==> src/rtl/load_buffer.sv <==
// In-order load buffer between the address unit and the single-port data memory.
// Optional LB_MISALIGN_CHECK_EN: misaligned loads complete with lb_wr_exception=1 instead of reading memory.
module load_buffer #(
    parameter int LB_DEPTH = 4,
    parameter int TAG_W    = 4
) (
    input  logic             clock,
    input  logic             reset,
    input  logic             ld_valid,
    input  logic [31:0]      ld_addr,
    input  logic [1:0]       ld_size,
    input  logic             ld_unsigned,
    input  logic [TAG_W-1:0] ld_tag,
    output logic             lb_full,
    input  logic             lb_exec_stall,
    input  logic             flush,
    output logic             lb_read_mem,
    output logic [31:0]      mem_addr,
    input  logic [31:0]      mem_rdata,
    input  logic             lb_wr_enable,
    output logic             lb_wr_valid,
    output logic [TAG_W-1:0] lb_wr_tag,
`ifdef LB_MISALIGN_CHECK_EN
    output logic             lb_wr_exception,
`endif
    output logic [31:0]      lb_wr_value
);

    localparam int PTR_W = (LB_DEPTH > 1) ? $clog2(LB_DEPTH) : 1;
    localparam int CNT_W = PTR_W + 1;

    logic [31:0]      r_addr     [LB_DEPTH];
    logic [1:0]       r_size     [LB_DEPTH];
    logic             r_unsigned [LB_DEPTH];
    logic [TAG_W-1:0] r_tag      [LB_DEPTH];

    logic [PTR_W-1:0] r_head;
    logic [PTR_W-1:0] r_tail;
    logic [CNT_W-1:0] r_count;

    logic             r_wr_valid;
    logic [TAG_W-1:0] r_wr_tag;
    logic [31:0]      r_wr_value;

    logic             w_nonempty;
    logic             w_push;
    logic             w_pop;
    logic [31:0]      w_head_addr;
    logic [1:0]       w_head_size;
    logic             w_head_unsigned;
    logic [7:0]       w_byte;
    logic [15:0]      w_half;
    logic [31:0]      w_fmt_value;

    assign lb_full    = (r_count == CNT_W'(LB_DEPTH));
    assign w_nonempty = (r_count != '0);
    // The pop itself only depends on the stall and flush; the port may stay free for a faulting load.
    assign w_pop      = w_nonempty & ~lb_exec_stall & ~flush;
    assign w_push     = ld_valid & ~lb_full & ~flush;

    assign w_head_addr     = r_addr[r_head];
    assign w_head_size     = r_size[r_head];
    assign w_head_unsigned = r_unsigned[r_head];
    assign mem_addr        = {w_head_addr[31:2], 2'b00};

`ifdef LB_MISALIGN_CHECK_EN
    logic r_wr_exception;
    logic w_misaligned;

    assign w_misaligned = ((w_head_size == 2'd1) & w_head_addr[0]) |
                          (w_head_size[1] & (w_head_addr[1:0] != 2'b00));
    assign lb_read_mem  = w_pop & ~w_misaligned;
    assign lb_wr_exception = r_wr_exception;
`else
    assign lb_read_mem  = w_pop;
`endif

    // Entry storage: each slot is written only when the tail points at it.
    generate
        for (genvar gi = 0; gi < LB_DEPTH; gi++) begin : g_entry
            always_ff @(posedge clock) begin
                if (reset) begin
                    r_addr[gi]     <= '0;
                    r_size[gi]     <= '0;
                    r_unsigned[gi] <= 1'b0;
                    r_tag[gi]      <= '0;
                end else if (w_push && (r_tail == PTR_W'(gi))) begin
                    r_addr[gi]     <= ld_addr;
                    r_size[gi]     <= ld_size;
                    r_unsigned[gi] <= ld_unsigned;
                    r_tag[gi]      <= ld_tag;
                end
            end
        end
    endgenerate

    always_ff @(posedge clock) begin
        if (reset || flush) begin
            r_head  <= '0;
            r_tail  <= '0;
            r_count <= '0;
        end else begin
            if (w_push) r_tail <= r_tail + 1'b1;
            if (w_pop)  r_head <= r_head + 1'b1;
            if (w_push && !w_pop)      r_count <= r_count + 1'b1;
            else if (w_pop && !w_push) r_count <= r_count - 1'b1;
        end
    end

    always_comb begin
        w_byte = mem_rdata[8*w_head_addr[1:0] +: 8];
        w_half = w_head_addr[1] ? mem_rdata[31:16] : mem_rdata[15:0];
        case (w_head_size)
            2'd0:    w_fmt_value = w_head_unsigned ? {24'b0, w_byte} : {{24{w_byte[7]}}, w_byte};
            2'd1:    w_fmt_value = w_head_unsigned ? {16'b0, w_half} : {{16{w_half[15]}}, w_half};
            default: w_fmt_value = mem_rdata;
        endcase
    end

    always_ff @(posedge clock) begin
        if (reset) begin
            r_wr_valid <= 1'b0;
            r_wr_tag   <= '0;
            r_wr_value <= '0;
        end else if (flush) begin
            r_wr_valid <= 1'b0;
        end else if (w_pop) begin
            r_wr_valid <= 1'b1;
            r_wr_tag   <= r_tag[r_head];
`ifdef LB_MISALIGN_CHECK_EN
            r_wr_value <= w_misaligned ? 32'd0 : w_fmt_value;
`else
            r_wr_value <= w_fmt_value;
`endif
        end else if (lb_wr_enable) begin
            r_wr_valid <= 1'b0;
        end
    end

`ifdef LB_MISALIGN_CHECK_EN
    always_ff @(posedge clock) begin
        if (reset)      r_wr_exception <= 1'b0;
        else if (flush) r_wr_exception <= r_wr_exception;
        else if (w_pop) r_wr_exception <= w_misaligned;
    end
`endif

    assign lb_wr_valid = r_wr_valid;
    assign lb_wr_tag   = r_wr_tag;
    assign lb_wr_value = r_wr_value;

endmodule
==> config.mk <==
export PLATFORM = sky130hd
export DESIGN_NAME = load_buffer
export DESIGN_NICKNAME = d
export VERILOG_FILES = /design/src/rtl/load_buffer.sv
export SDC_FILE = /design/constraint.sdc
export NUM_CORES = 1
export LEC_CHECK = 0
export ABC_AREA = 1
export CAP_MARGIN = 20
export CORE_MARGIN = 3
export CORE_UTILIZATION = 54
export DETAILED_ROUTE_END_ITERATION = 8
export GPL_ROUTABILITY_DRIVEN = 0
export PLACE_DENSITY = 0.77
export SKIP_LAST_GASP = 1
export SLEW_MARGIN = 10
export SYNTH_ARGS = -nofsm -noshare
export SYNTH_HDL_FRONTEND = slang
export SYNTH_SLANG_ARGS = --single-unit
==> constraint.sdc <==
create_clock -name clock -period 2.4 [get_ports clock]
set_input_delay 0.24 -clock clock [delete_from_list [all_inputs] [get_ports clock]]
set_output_delay 0.24 -clock clock [all_outputs]
set_load 0.02 [all_outputs]
### Yosys cells after proc, flatten, opt, wreduce, memory -nomap -nowiden

Memories as Yosys holds them, arrays and structs flattened. A register that Yosys moved wholly into a read port is not among the register bits.
Index checks and enable logic that the tools add are counted.

* logic and storage cells: 102
* input bits: 77
* RAM bits: 156
* output and inout port bits: 71
* memories: 4
* register bits: 40

Memory list
* r_addr: depth 4, bits a word 32, read ports 1, clocked after Yosys merged registers in 1, wr ports 4, RTL line 32 `logic [31:0] r_addr [LB_DEPTH];`
* r_tag: depth 4, bits a word 4, read ports 1, clocked after Yosys merged registers in 1, wr ports 4, RTL line 35 `logic [TAG_W-1:0] r_tag [LB_DEPTH];`
* r_size: depth 4, bits a word 2, read ports 1, clocked after Yosys merged registers in 1, wr ports 4, RTL line 33 `logic [1:0] r_size [LB_DEPTH];`
* r_unsigned: depth 4, bits a word 1, read ports 1, clocked after Yosys merged registers in 1, wr ports 4, RTL line 34 `logic r_unsigned [LB_DEPTH];`

* bitwise operators: 23
* shifts and indexed selects: 1
* equality and inequality tests: 5
* muxes and demuxes: 44
* reductions and logical operators: 16
* add/sub/neg operators: 4

Operator list (number)
* two-way mux 32 bit: 6
* one-hot mux 32 bit (2 select lines): 1
* variable part select 32 x 6 -> 8 bit: 1
* two-way mux 1 bit: 20
* two-way mux 2 bit: 10
* two-way mux 16 bit: 1
* two-way mux 4 bit: 4
* bitwise OR 1 bit: 16
* logical AND 1 bit: 6
* two-way mux 3 bit: 2
* adder 2 x 1 -> 2 bit, second input constant: 2
* bitwise AND 1 bit: 4
* equality test 2 x 1 -> 1 bit, second input constant: 2
* equality test 2 bit, second input constant: 2
* logical NOT 2 bit: 2
* nonzero test 2 bit: 2
* adder 3 x 1 -> 3 bit, second input constant: 1
* equality test 3 bit, second input constant: 1
* inverter 1 bit: 3
* nonzero test 3 bit: 1
* subtractor 3 x 1 -> 3 bit, second input constant: 1
* logical NOT 1 bit: 2
* AND reduction 2 bit: 1
* OR reduction 2 bit: 1
* logical OR 1 bit: 1

### Logic depth before layout (Yosys ltp)

Gate-level depths: netlist (run 1).

* depth after elaboration: 9
* depth in mapped cells: 13
* depth with buffers taken out: 12

### Least setup slack after synthesis (run 1)

Ideal clock, no wire load.

* path type: register -> register
* start point: reg r_count[0]
* end point: mem r_addr[1][0], enable pin
* path buffers: 0
* setup time: 0.524 ns
* cell stages (with the launch flop): 7
* clock period less this slack: 2.459 ns
* arrival time: 1.935 ns
* path slack: -0.059 ns
* required time: 1.876 ns
* cells stage by stage: dfxtp_1 -> nor3_1 -> inv_1 -> nand2_1 -> nor2_4 -> nand2_1 -> nand2_1

RTL lines
* from (decl): RTL line 39 `logic [CNT_W-1:0] r_count;`
* from (signal assigned): RTL line 105 `if (w_push && !w_pop) r_count <= r_count + 1'b1;`
* from (signal assigned): RTL line 106 `else if (w_pop && !w_push) r_count <= r_count - 1'b1;`
* to (decl): RTL line 32

==> metrics, run 1 <==
status completed; Worst Hold Class primary input to flop; pin count of the biggest net entering global routing 71; final worst-path cycle share ~97%; row count 47; routed vias/inst 5.398; max incr delay on CP between 0.6 and 0.7 ns; Synth top area share between 50% and 60%; Post-synth EDFFs 156; Die Height 136.7 um; Synth area leaders edfxtp_1 (51%), nor2_1 (11%), dfxtp_1 (10%), o21ai_0 (6.7%), nand2_1 (3.3%); DRC violations left 0; max-slew violations 0; slowest CP cell clkdlybuf4s50_1; most frequent cells after synthesis nor2_1 (269), edfxtp_1 (156), o21ai_0 (124); Filler Cells Inserted 1271; initial antenna violation count 0; CTS tree built; Die ar. 18700 um^2; Root Buffer clkbuf_16; Pre-Repair DR Iteration Count 5; CP Class flop to primary output; hold buffers post-CTS 0; clock skew 0.01330 ns; area of placed instances 10930 um^2; CTS sink count slightly above 200; Mean Syn Cell Area 9.633 um^2; Mapped Cells 958; Num CTS Buffers 21; Leak 4.933 nW; fin nets 1176; design area 11660 um^2; HPWL after DPL 14.06 mm; FF+latch count, synth between 200 and 250; crit-path cells buf_6 > o21ai_0 > o22ai_1 > clkdlybuf4s50_1; vias after detailed routing 7168; clock-pin slew on the worst setup and hold paths approximately 0.06 ns; Die X about 140 um; I/O Pins about 150; Critical Path RT 2.16 ns; number of port buffers between 100 and 150; Antenna Nets Post-Route 0; WP data arrival 2.08 ns; Final Setup Violations 0; Synth Cell Area 9229 um^2; Most used DFF post-synth edfxtp_1; maximum root-to-sink buffer count 3; met1 Resource Use GR 31.46%; Initial Util 55.45%; GR peak layer met2; count leader, synth nor2_1; M2 GR Usage 40.01%; DRT Wirelength 22.45 mm; FMAX 430.4 MHz; share of cells above drive strength 1 around a tenth; Tot Pwr around 8.2 mW; vias in the first global route 6853; area of the core about 17000 um^2; DRT iter0 DRCs between 500 and 600; dpl cells about 1.3k; unrepaired setup endpoints after global routing false; post-synth cell types 34; sequential-to-total area share from yosys stat 60.74%; worst-skew pair later-pin latency ~0.5 ns; Avg WL per Cell 16.91 um; PwrDens roughly 700 nW/um^2; n_diodes 0; Yosys warning count 0; fraction of registers with async set or reset after synthesis 0%; first-pass GRT wire length 35.00 mm; Hold Vio Cnt, Final 0; IR drop worst, VDD 0.6375 mV; Buf+Inv Stages, Crit Path 2; met3 Use GR under 10%; cell family with most CP delay buffers and inverters; Worst Path Max Fanout 17; Tmin final 2.324 ns; H-tree levels 1; crit start category flop; GRT Overall Usage 23.76%; Crit. End Element primary output; post-route insts no fill roughly 1.3k; grt ovf 0; P&R area growth vs syn 26.37%; Max-Cap Viols 0; top cell type by total area after synthesis edfxtp_1
==> final cells by class <==
class / instances / area [um^2] / area share, %
Clock buffer: 26 / 544.3 / 4.667
Tap cell: 220 / 275.3 / 2.360
Timing Repair Buffer: 172 / 1729 / 14.83
Clock inverter: 12 / 165.2 / 1.416
Multi-Input combinational cell: 614 / 3014 / 25.84
Inverter: 82 / 325.3 / 2.789
Sequential cell: 202 / 5609 / 48.10
==> cell usage in the layout, fill, tap and decap left out, types with 2 or more instances in the layout <==
master,netlist,final
nor2_1,269,269
edfxtp_1,156,156
o21ai_0,124,124
clkdlybuf4s50_1,0,116
inv_1,78,78
nand2_1,80,76
dfxtp_1,46,45
a21oi_1,37,37
o22ai_1,31,31
clkbuf_16,0,21
dlygate4sd2_1,0,21
buf_4,6,17
nand3_1,18,14
nand2_2,10,14
nand3_2,9,13
a21oi_4,10,10
dlymetal6s2s_1,0,8
nand2_4,5,5
ha_1,5,5
clkbuf_1,30,5
buf_12,1,5
buf_6,3,5
o32ai_1,4,4
bufinv_16,0,4
clkinv_1,0,4
nor2_4,3,3
inv_6,0,2
inv_2,2,2
conb_1,1,2
clkinv_2,0,2
==> layer usage <==
metal | up-vias | wire length (um)
met3 | 48 | 1874
met5 | - | 0
met2 | 305 | 10930
li1 | 3470 | -
met1 | 3345 | 9070
met4 | 0 | 571
==> power by group <==
group / internal [mW] / switching [mW]
registers: 3.92 / 0.0512
clock network: 2.05 / 1.32
logic: 0.358 / 0.538
total: 6.33 / 1.90
==> cell families (layout without fill, tap and decap cells) <==
family,count (synthesis),in the layout,share of synthesized area [%]
other,1,2,0.04063
AND/OR/NAND/NOR,397,397,18.15
flip-flops,202,202,60.74
adder cells (fa/ha/maj),6,6,0.8948
buffers and inverters,143,292,6.968
AO/OA/AOI/OAI,209,209,13.21
==> flip-flops by register name, summed over array words and instances, names as in the netlist, named ones only <==
signal	count
r_addr	128
r_size	8
lb_wr_valid	1
lb_wr_value	32
r_unsigned	4
r_head	2
r_count	3
r_tag	16
lb_wr_tag	4
r_tail	2
==> worst reg2reg max path, stage by stage, from the launching register on <==
cell     delay (ns)
dfxtp_1        0.45
buf_6          0.25
nand3_2        0.18
nand2_4        0.25
nand2_1        0.14
nand2_1        0.13
nand2_1        0.12
nand3_2        0.12
nand2_4        0.23
a21oi_1        0.21
==> worst paths after layout <==
kind         cells after the start                            to                     start  slack, ns
max                              4                  mem_addr[15]                      flop       0.08
min reg2reg                      2      lb_wr_valid$_SDFFE_PP0P_  lb_wr_valid$_SDFFE_PP0P_       0.50
min                              3      lb_wr_valid$_SDFFE_PP0P_              lb_wr_enable       0.41
max reg2reg                      9  lb_wr_value[23]$_SDFFE_PP0P_                      flop       0.22
==> through the flow <==
| stage | setup slack [ns] | hold WS (ns) | utilization (%) | setup TNS [ns] |
|---|---|---|---|---|
| after floorplan | -0.05860 | 0.3294 | - | -4.571 |
| after detailed placement | 0.2541 | 0.4955 | 65.68 | 0 |
| after CTS | -0.04214 | 0.4025 | 69.90 | -0.1459 |
| final | 0.07632 | 0.4095 | 70.08 | 0 |
| after global routing | 0.01550 | 0.3999 | 70.08 | 0 |
| after global placement | 0.2653 | 0.4710 | 65.68 | 0 |
==> repair_timing <==
item,CTS,global route
endpoints found under the setup margin,22,12
hold endpoints to repair,0,0
pin swaps,0,0
buffers inserted,0,0
gates resized for setup,26,11
(Power assumes the default switching activity.)
==> inputs of run 2 (changes only) <==
--- a/config.mk
+++ b/config.mk
@@ -5,13 +5,12 @@
 export SDC_FILE = /design/constraint.sdc
 export NUM_CORES = 1
 export LEC_CHECK = 0
-export ABC_AREA = 1
 export CAP_MARGIN = 20
 export CORE_MARGIN = 3
 export CORE_UTILIZATION = 54
 export DETAILED_ROUTE_END_ITERATION = 8
 export GPL_ROUTABILITY_DRIVEN = 0
-export PLACE_DENSITY = 0.77
+export PLACE_DENSITY = 0.84
 export SKIP_LAST_GASP = 1
 export SLEW_MARGIN = 10
 export SYNTH_ARGS = -nofsm -noshare
==> constraint.sdc (replaced) <==
create_clock -name clock -period 2.26 [get_ports clock]
set_input_delay 0.226 -clock clock [delete_from_list [all_inputs] [get_ports clock]]
set_output_delay 0.226 -clock clock [all_outputs]
set_load 0.02 [all_outputs]
==> metrics, run 2 <==
I/O Pins 148 (unchanged); Leak 4.330 nW (-12%); Max-Cap Viols 0 (unchanged); final worst-path cycle share 99.65%; crit start category flop; FMAX 444.0 MHz; GRT Overall Usage 23.70% (-0.059 points); H-tree levels 1 (unchanged); Crit. End Element primary output; Critical Path RT 2.03 ns (-0.13 ns); grt ovf 0 (unchanged); Die Height 135.0 um (-1.3%); unrepaired setup endpoints after global routing true; Buf+Inv Stages, Crit Path 2 (unchanged); hold buffers post-CTS 0 (unchanged); clock skew 0.01199 ns (-0.001311 ns); row count 46 (-2.1%); fraction of registers with async set or reset after synthesis 0% (unchanged); most frequent cells after synthesis and2_1 (156), edfxtp_1 (156), nor2_1 (51); crit-path cells bufbuf_16 > mux4_2 > clkdlybuf4s15_1; Initial Util 55.95% (+0.49 points); PwrDens 733.2 nW/um^2 (+3.8%); Hold Vio Cnt, Final 0 (unchanged); DRT Wirelength 21.82 mm (-2.8%); path depth of the worst reg2reg path 7 (-2); Num CTS Buffers 21 (unchanged); Filler Cells Inserted 933 (-27%); clock-pin slew on the worst setup and hold paths 0.06 ns (about the same); initial antenna violation count 1 (+1); area of the core 16060 um^2 (-3.5%); Die X 135.0 um (-1.3%); Setup WS post-layout 0.007931 ns (-0.06839 ns); pin count of the biggest net entering global routing 40 (-44%); CTS sink count 202 (unchanged); WP data arrival 2.03 ns (-0.05 ns); share of cells above drive strength 1 22.13% (+12 points); Tmin final ~2.3 ns; most frequent cells in the layout and2_1 (156), edfxtp_1 (156), clkdlybuf4s50_1 (114); FF+latch count, synth 202 (unchanged); IR drop worst, VDD 0.6154 mV (-3.5%); worst-skew pair later-pin latency 0.49 ns (about the same); Mean Syn Cell Area 13.93 um^2 (+45%); DRT iter0 DRCs 470 (-16%); Root Buffer clkbuf_16; Die ar. 18220 um^2 (-2.5%); status completed; vias after detailed routing 5904 (-18%); Synth top area share 52.14% (+1.4 points); P&R area growth vs syn 31.20%; Pre-Repair DR Iteration Count 7 (+2); reg2reg end lb_wr_value[23]$_SDFFE_PP0P_; max-slew violations 0 (unchanged); max incr delay on CP 0.50 ns (-0.13 ns); CP Class flop to primary output; maximum root-to-sink buffer count 3 (unchanged); n_diodes 0 (unchanged); post-synth cell types 38 (+12%); Worst Hold Class primary input to flop; Final Setup Violations 0 (unchanged); CTS tree built; WHS Endpoint lb_wr_value[16]$_SDFFE_PP0P_; top cell type by total area after synthesis edfxtp_1; Synth area leaders edfxtp_1 (52%), and2_1 (11%), dfxtp_1 (10%), mux4_2 (9.8%), nor2_1 (2.1%); max reg flops 128 (unchanged); hold_ws 0.3691 ns (-0.04044 ns); Synth Cell Area 8984 um^2 (-2.7%); Post-synth EDFFs 156 (unchanged); Avg WL per Cell 21.10 um (+25%); Most used DFF post-synth edfxtp_1; Reg with most FFs r_addr; slowest CP cell mux4_2; DRC violations left 0 (unchanged); sequential-to-total area share from yosys stat 62.40% (+1.7 points); hold depth 3 (unchanged); routed vias/inst 5.710 (+5.8%); Yosys warning count 0 (unchanged); vias in the first global route 6234 (-9.0%); fin nets 889 (-24%); Tot Pwr 8.641 mW (+4.9%); cell family with most CP delay buffers and inverters; Antenna Nets Post-Route 0 (unchanged); HPWL after DPL 13.39 mm (-4.8%); number of port buffers 145 (unchanged); Worst Path Max Fanout 7 (-10); Core Util, Final 73.40% (+3.3 points); R2R Setup Slk 0.04 ns (-0.18 ns); Mapped Cells 645 (-33%); first-pass GRT wire length 33.35 mm (-4.7%); hold path startpoint mem_rdata[16]; pre-CTS setup slack -0.1162 ns (-0.3703 ns)
-- run 2: timing repair --
| action | 4_1_cts | 5_1_grt |
|---|---|---|
| pin swaps | 0 | 4 |
| setup buffers | 3 | 6 |
| gates resized for setup | 51 | 51 |
| gates cloned | 2 | 0 |
| endpoints found under the setup margin | 37 | 57 |
-- run 2: layout make-up --
cell class / instances / area (um^2) / area share (%)
multi-input combinational: 391 / 3287 / 27.89
tap: 216 / 270.3 / 2.293
inverter: 5 / 18.77 / 0.1592
clock buffer: 28 / 604.3 / 5.127
timing repair buffer: 185 / 1911 / 16.21
sequential: 202 / 5613 / 47.62
clock inverter: 7 / 82.58 / 0.7006
-- run 2: worst reg2reg max path, delay by kind of cell, from the launching register on --
kind	cells	cell delay, ns
AND/OR/NAND/NOR	1	0.28
buffers and inverters	2	0.33
AO/OA/AOI/OAI	2	0.29
multiplexers	2	0.83
flip-flops	1	0.40
-- run 2: worst max-delay path by stage --
| stage | from | to | slack (ns) | cells after the start |
|---|---|---|---|---|
| 2_1_floorplan | r_count[0]$_SDFFE_PP0P_ | r_count[2]$_SDFFE_PP0P_ | 0.04 | 10 |
| 3_3_place_gp | ld_valid | r_count[2]$_SDFFE_PP0P_ | 0.01 | 9 |
| 3_5_place_dp | ld_valid | r_count[2]$_SDFFE_PP0P_ | -0.12 | 9 |
| 4_1_cts | flop | mem_addr[14] | -0.05 | 3 |
| 5_1_grt | flop | lb_wr_value[12]$_SDFFE_PP0P_ | -0.09 | 8 |
| 6_report | flop | mem_addr[9] | 0.008 | 3 |
-- run 2: per-layer routing --
layer | GRT usage [%] | part of all wire, % | up-vias
met5 | 0 | 0.060 | -
li1 | - | - | 2658
met4 | 6.719 | 2.2 | 2
met1 | 30.24 | 38 | 2914
met3 | 5.291 | 8.6 | 43
met2 | 41.19 | 51 | 287
-- run 2: power by group --
part	total, mW	internal (mW)	switching (mW)
Clock	3.45	2.09	1.36
Sequential	4.23	4.16	0.0648
Combinational	0.964	0.462	0.502
Total	8.64	6.72	1.92
-- run 2: logic make-up (layout without fill, tap and decap cells) --
group           count (synthesis)  count (layout)  share of synthesized area, %
other cells                     1               2                       0.04174
simple gates                  250             250                         15.35
flops                         202             202                         62.40
mux                            59              59                         12.24
compound gates                 69              69                         5.961
xor+xnor                        5               5                        0.4876
fa+ha+maj                       6               6                        0.9192
buf+inv                        53             225                         2.604
-- run 2: metrics by stage --
stage                     area [um^2]  setup TNS [ns]  instances
after floorplan                  9011               0        646
after global placement          10890               0        988
after detailed placement        10890         -0.1162        988
after CTS                       11660         -0.3974       1028
after global routing            11790         -0.5194       1034
final                           11790               0       1034
==> RTL edit (settings of run 1) <==
Add a define of `LB_MISALIGN_CHECK_EN`.
--- a/src/rtl/load_buffer.sv
+++ b/src/rtl/load_buffer.sv
@@ -1,5 +1,7 @@
 // In-order load buffer between the address unit and the single-port data memory.
 // Optional LB_MISALIGN_CHECK_EN: misaligned loads complete with lb_wr_exception=1 instead of reading memory.
+`define LB_MISALIGN_CHECK_EN
+
 module load_buffer #(
     parameter int LB_DEPTH = 4,
     parameter int TAG_W    = 4
Formal check against the unedited RTL (old outputs only; new: lb_wr_exception): not equivalent (a bounded check fails within 4 cycles, from zero or initial values and one cycle with reset high).
==> RTL edit against run 1 <==
Cell area about the same. Largest power group unchanged. Worst setup slack worse by 0.017 ns. Critical endpoint is now mem_addr[30]. First-iteration DRC count up 13%. Largest cell class unchanged. Synthesized area down 0.26%. Routed wire length up 6.5%. Sequential cell count up 1. Total power down 3.4%. Critical path type unchanged.
==> RTL edit: results (changes against run 1) <==
top cells by count, synth=nor2_1, edfxtp_1, nand2_1 (was nor2_1, edfxtp_1, o21ai_0); Static Leak=4.72 nW (was 4.93 nW); max incr delay on CP=0.38 ns (was 0.63 ns); initial antenna violation count=2 (was 0); dpl hpwl=15100 µm (was 14100 µm); worst hold path class=in -> reg (unchanged); max reg flops=128 (unchanged); Post-synth EDFFs=156 (unchanged); synth unique cells=36 (was 34); arrival time worst endpoint=2.10 ns (was 2.08 ns); Flop pwr share=0.501 (was 0.482); switching pwr=0.00195 W (was 0.00190 W); kind of cell adding the most delay to the critical path=buffers and inverters (unchanged); fill count=1296 (was 1271); count of buffers from port buffering=146 (was 145); largest net degree at the start of global routing=36 (was 71); DP Area=11000 µm² (was 10900 µm²); Max Root-Sink Buffers=3 (unchanged); gr usage total=0.255 (was 0.238); first-pass GRT wire length=37300 µm (was 35000 µm); Final nets=1216 (was 1176); first-pass iteration count of the detailed router=5 (unchanged); synth warn=0 (unchanged); Most used DFF post-synth=edfxtp_1 (unchanged); number of global-route vias before repair=7202 (was 6853); antenna fix cells=0 (unchanged); Biggest register=r_addr (unchanged); slowest library cell on the worst path=dlygate4sd2_1 (was clkdlybuf4s50_1); share of layout cells above drive strength 1=0.0976 (was 0.0966); Iteration-0 DRC Markers=634 (was 562); drt total wl=23900 µm (was 22500 µm); comb pwr=0.000919 W (was 0.000896 W); Via Count=7447 (was 7168); Seq/Total Area, Yosys=0.611 (was 0.607); total CTS buffers=21 (unchanged); outcome=finished, final reports clean (unchanged); H-tree levels=1 (unchanged); maximum vdd ir drop=0.557 mV (was 0.637 mV); top post-synthesis cells by area=edfxtp_1, nor2_1, dfxtp_1 (unchanged); worst-case clock skew=0.00752 ns (was 0.0133 ns); Root Buffer=clkbuf_16 (unchanged); clk slew on worst S/H paths=0.06 ns (about the same); worst skew pair latency=0.50 ns (about the same); Hold Violations, Final=0 (unchanged); crit path max fanout=25 (was 17); relative slew slack=0.544; asr flop ratio synth=0 (unchanged)
## RTL edit: cell type report
type | count | area, µm² | area share
inverters | 72 | 275 | 0.0236
flip-flops and latches | 203 | 5630 | 0.483
repair buffers | 179 | 1780 | 0.152
well taps | 220 | 275 | 0.0236
clock buffers | 23 | 533 | 0.0457
multi-input cells | 656 | 3070 | 0.263
clock inverters | 15 | 98.8 | 0.00848
## RTL edit: metal layers
layer  vias up  global-route usage  wire [µm]
met3        47              0.0507       1820
met2       308               0.444      11800
met5         -                   0         28
li1       3592                   -          -
met1      3496               0.324       9640
met4         4              0.0789        602
## RTL edit: through the flow
stage               setup slack [ns]  utilization  instances  power (W)  hold slack, ns
floorplan                    -0.0392            -        989    0.00456           0.403
global placement               0.163        0.662       1329    0.00498           0.453
detailed placement            0.0641        0.662       1329    0.00499           0.454
CTS                         -0.00791        0.700       1368    0.00798           0.366
global route                 0.00108        0.700       1368    0.00823           0.421
finish                        0.0593        0.700       1368    0.00795           0.380
## RTL edit: final timing paths
kind                                start                           end  slack, ns  depth (start not counted)
min reg2reg  lb_wr_value[22]$_SDFFE_PP0P_  lb_wr_value[22]$_SDFFE_PP0P_       0.46                          2
max reg2reg       r_count[0]$_SDFFE_PP0P_       r_count[2]$_SDFFE_PP0P_       0.29                         11
min                          lb_wr_enable      lb_wr_valid$_SDFFE_PP0P_       0.38                          4
max                              register                  mem_addr[30]       0.06                          5
## RTL edit: repair_timing
item / 4_1_cts / 5_1_grt
cloned: 1 / 0
buffers inserted: 0 / 0
gates resized for setup: 29 / 26
setup endpoints to repair: 26 / 19
## RTL edit: cells by family after synthesis
group           Yosys count  synth area share
simple gates            461             0.207
buf+inv                 130            0.0605
compound gates          187             0.112
other cells               1          0.000407
flops                   203             0.611
fa+ha+maj                 6           0.00897
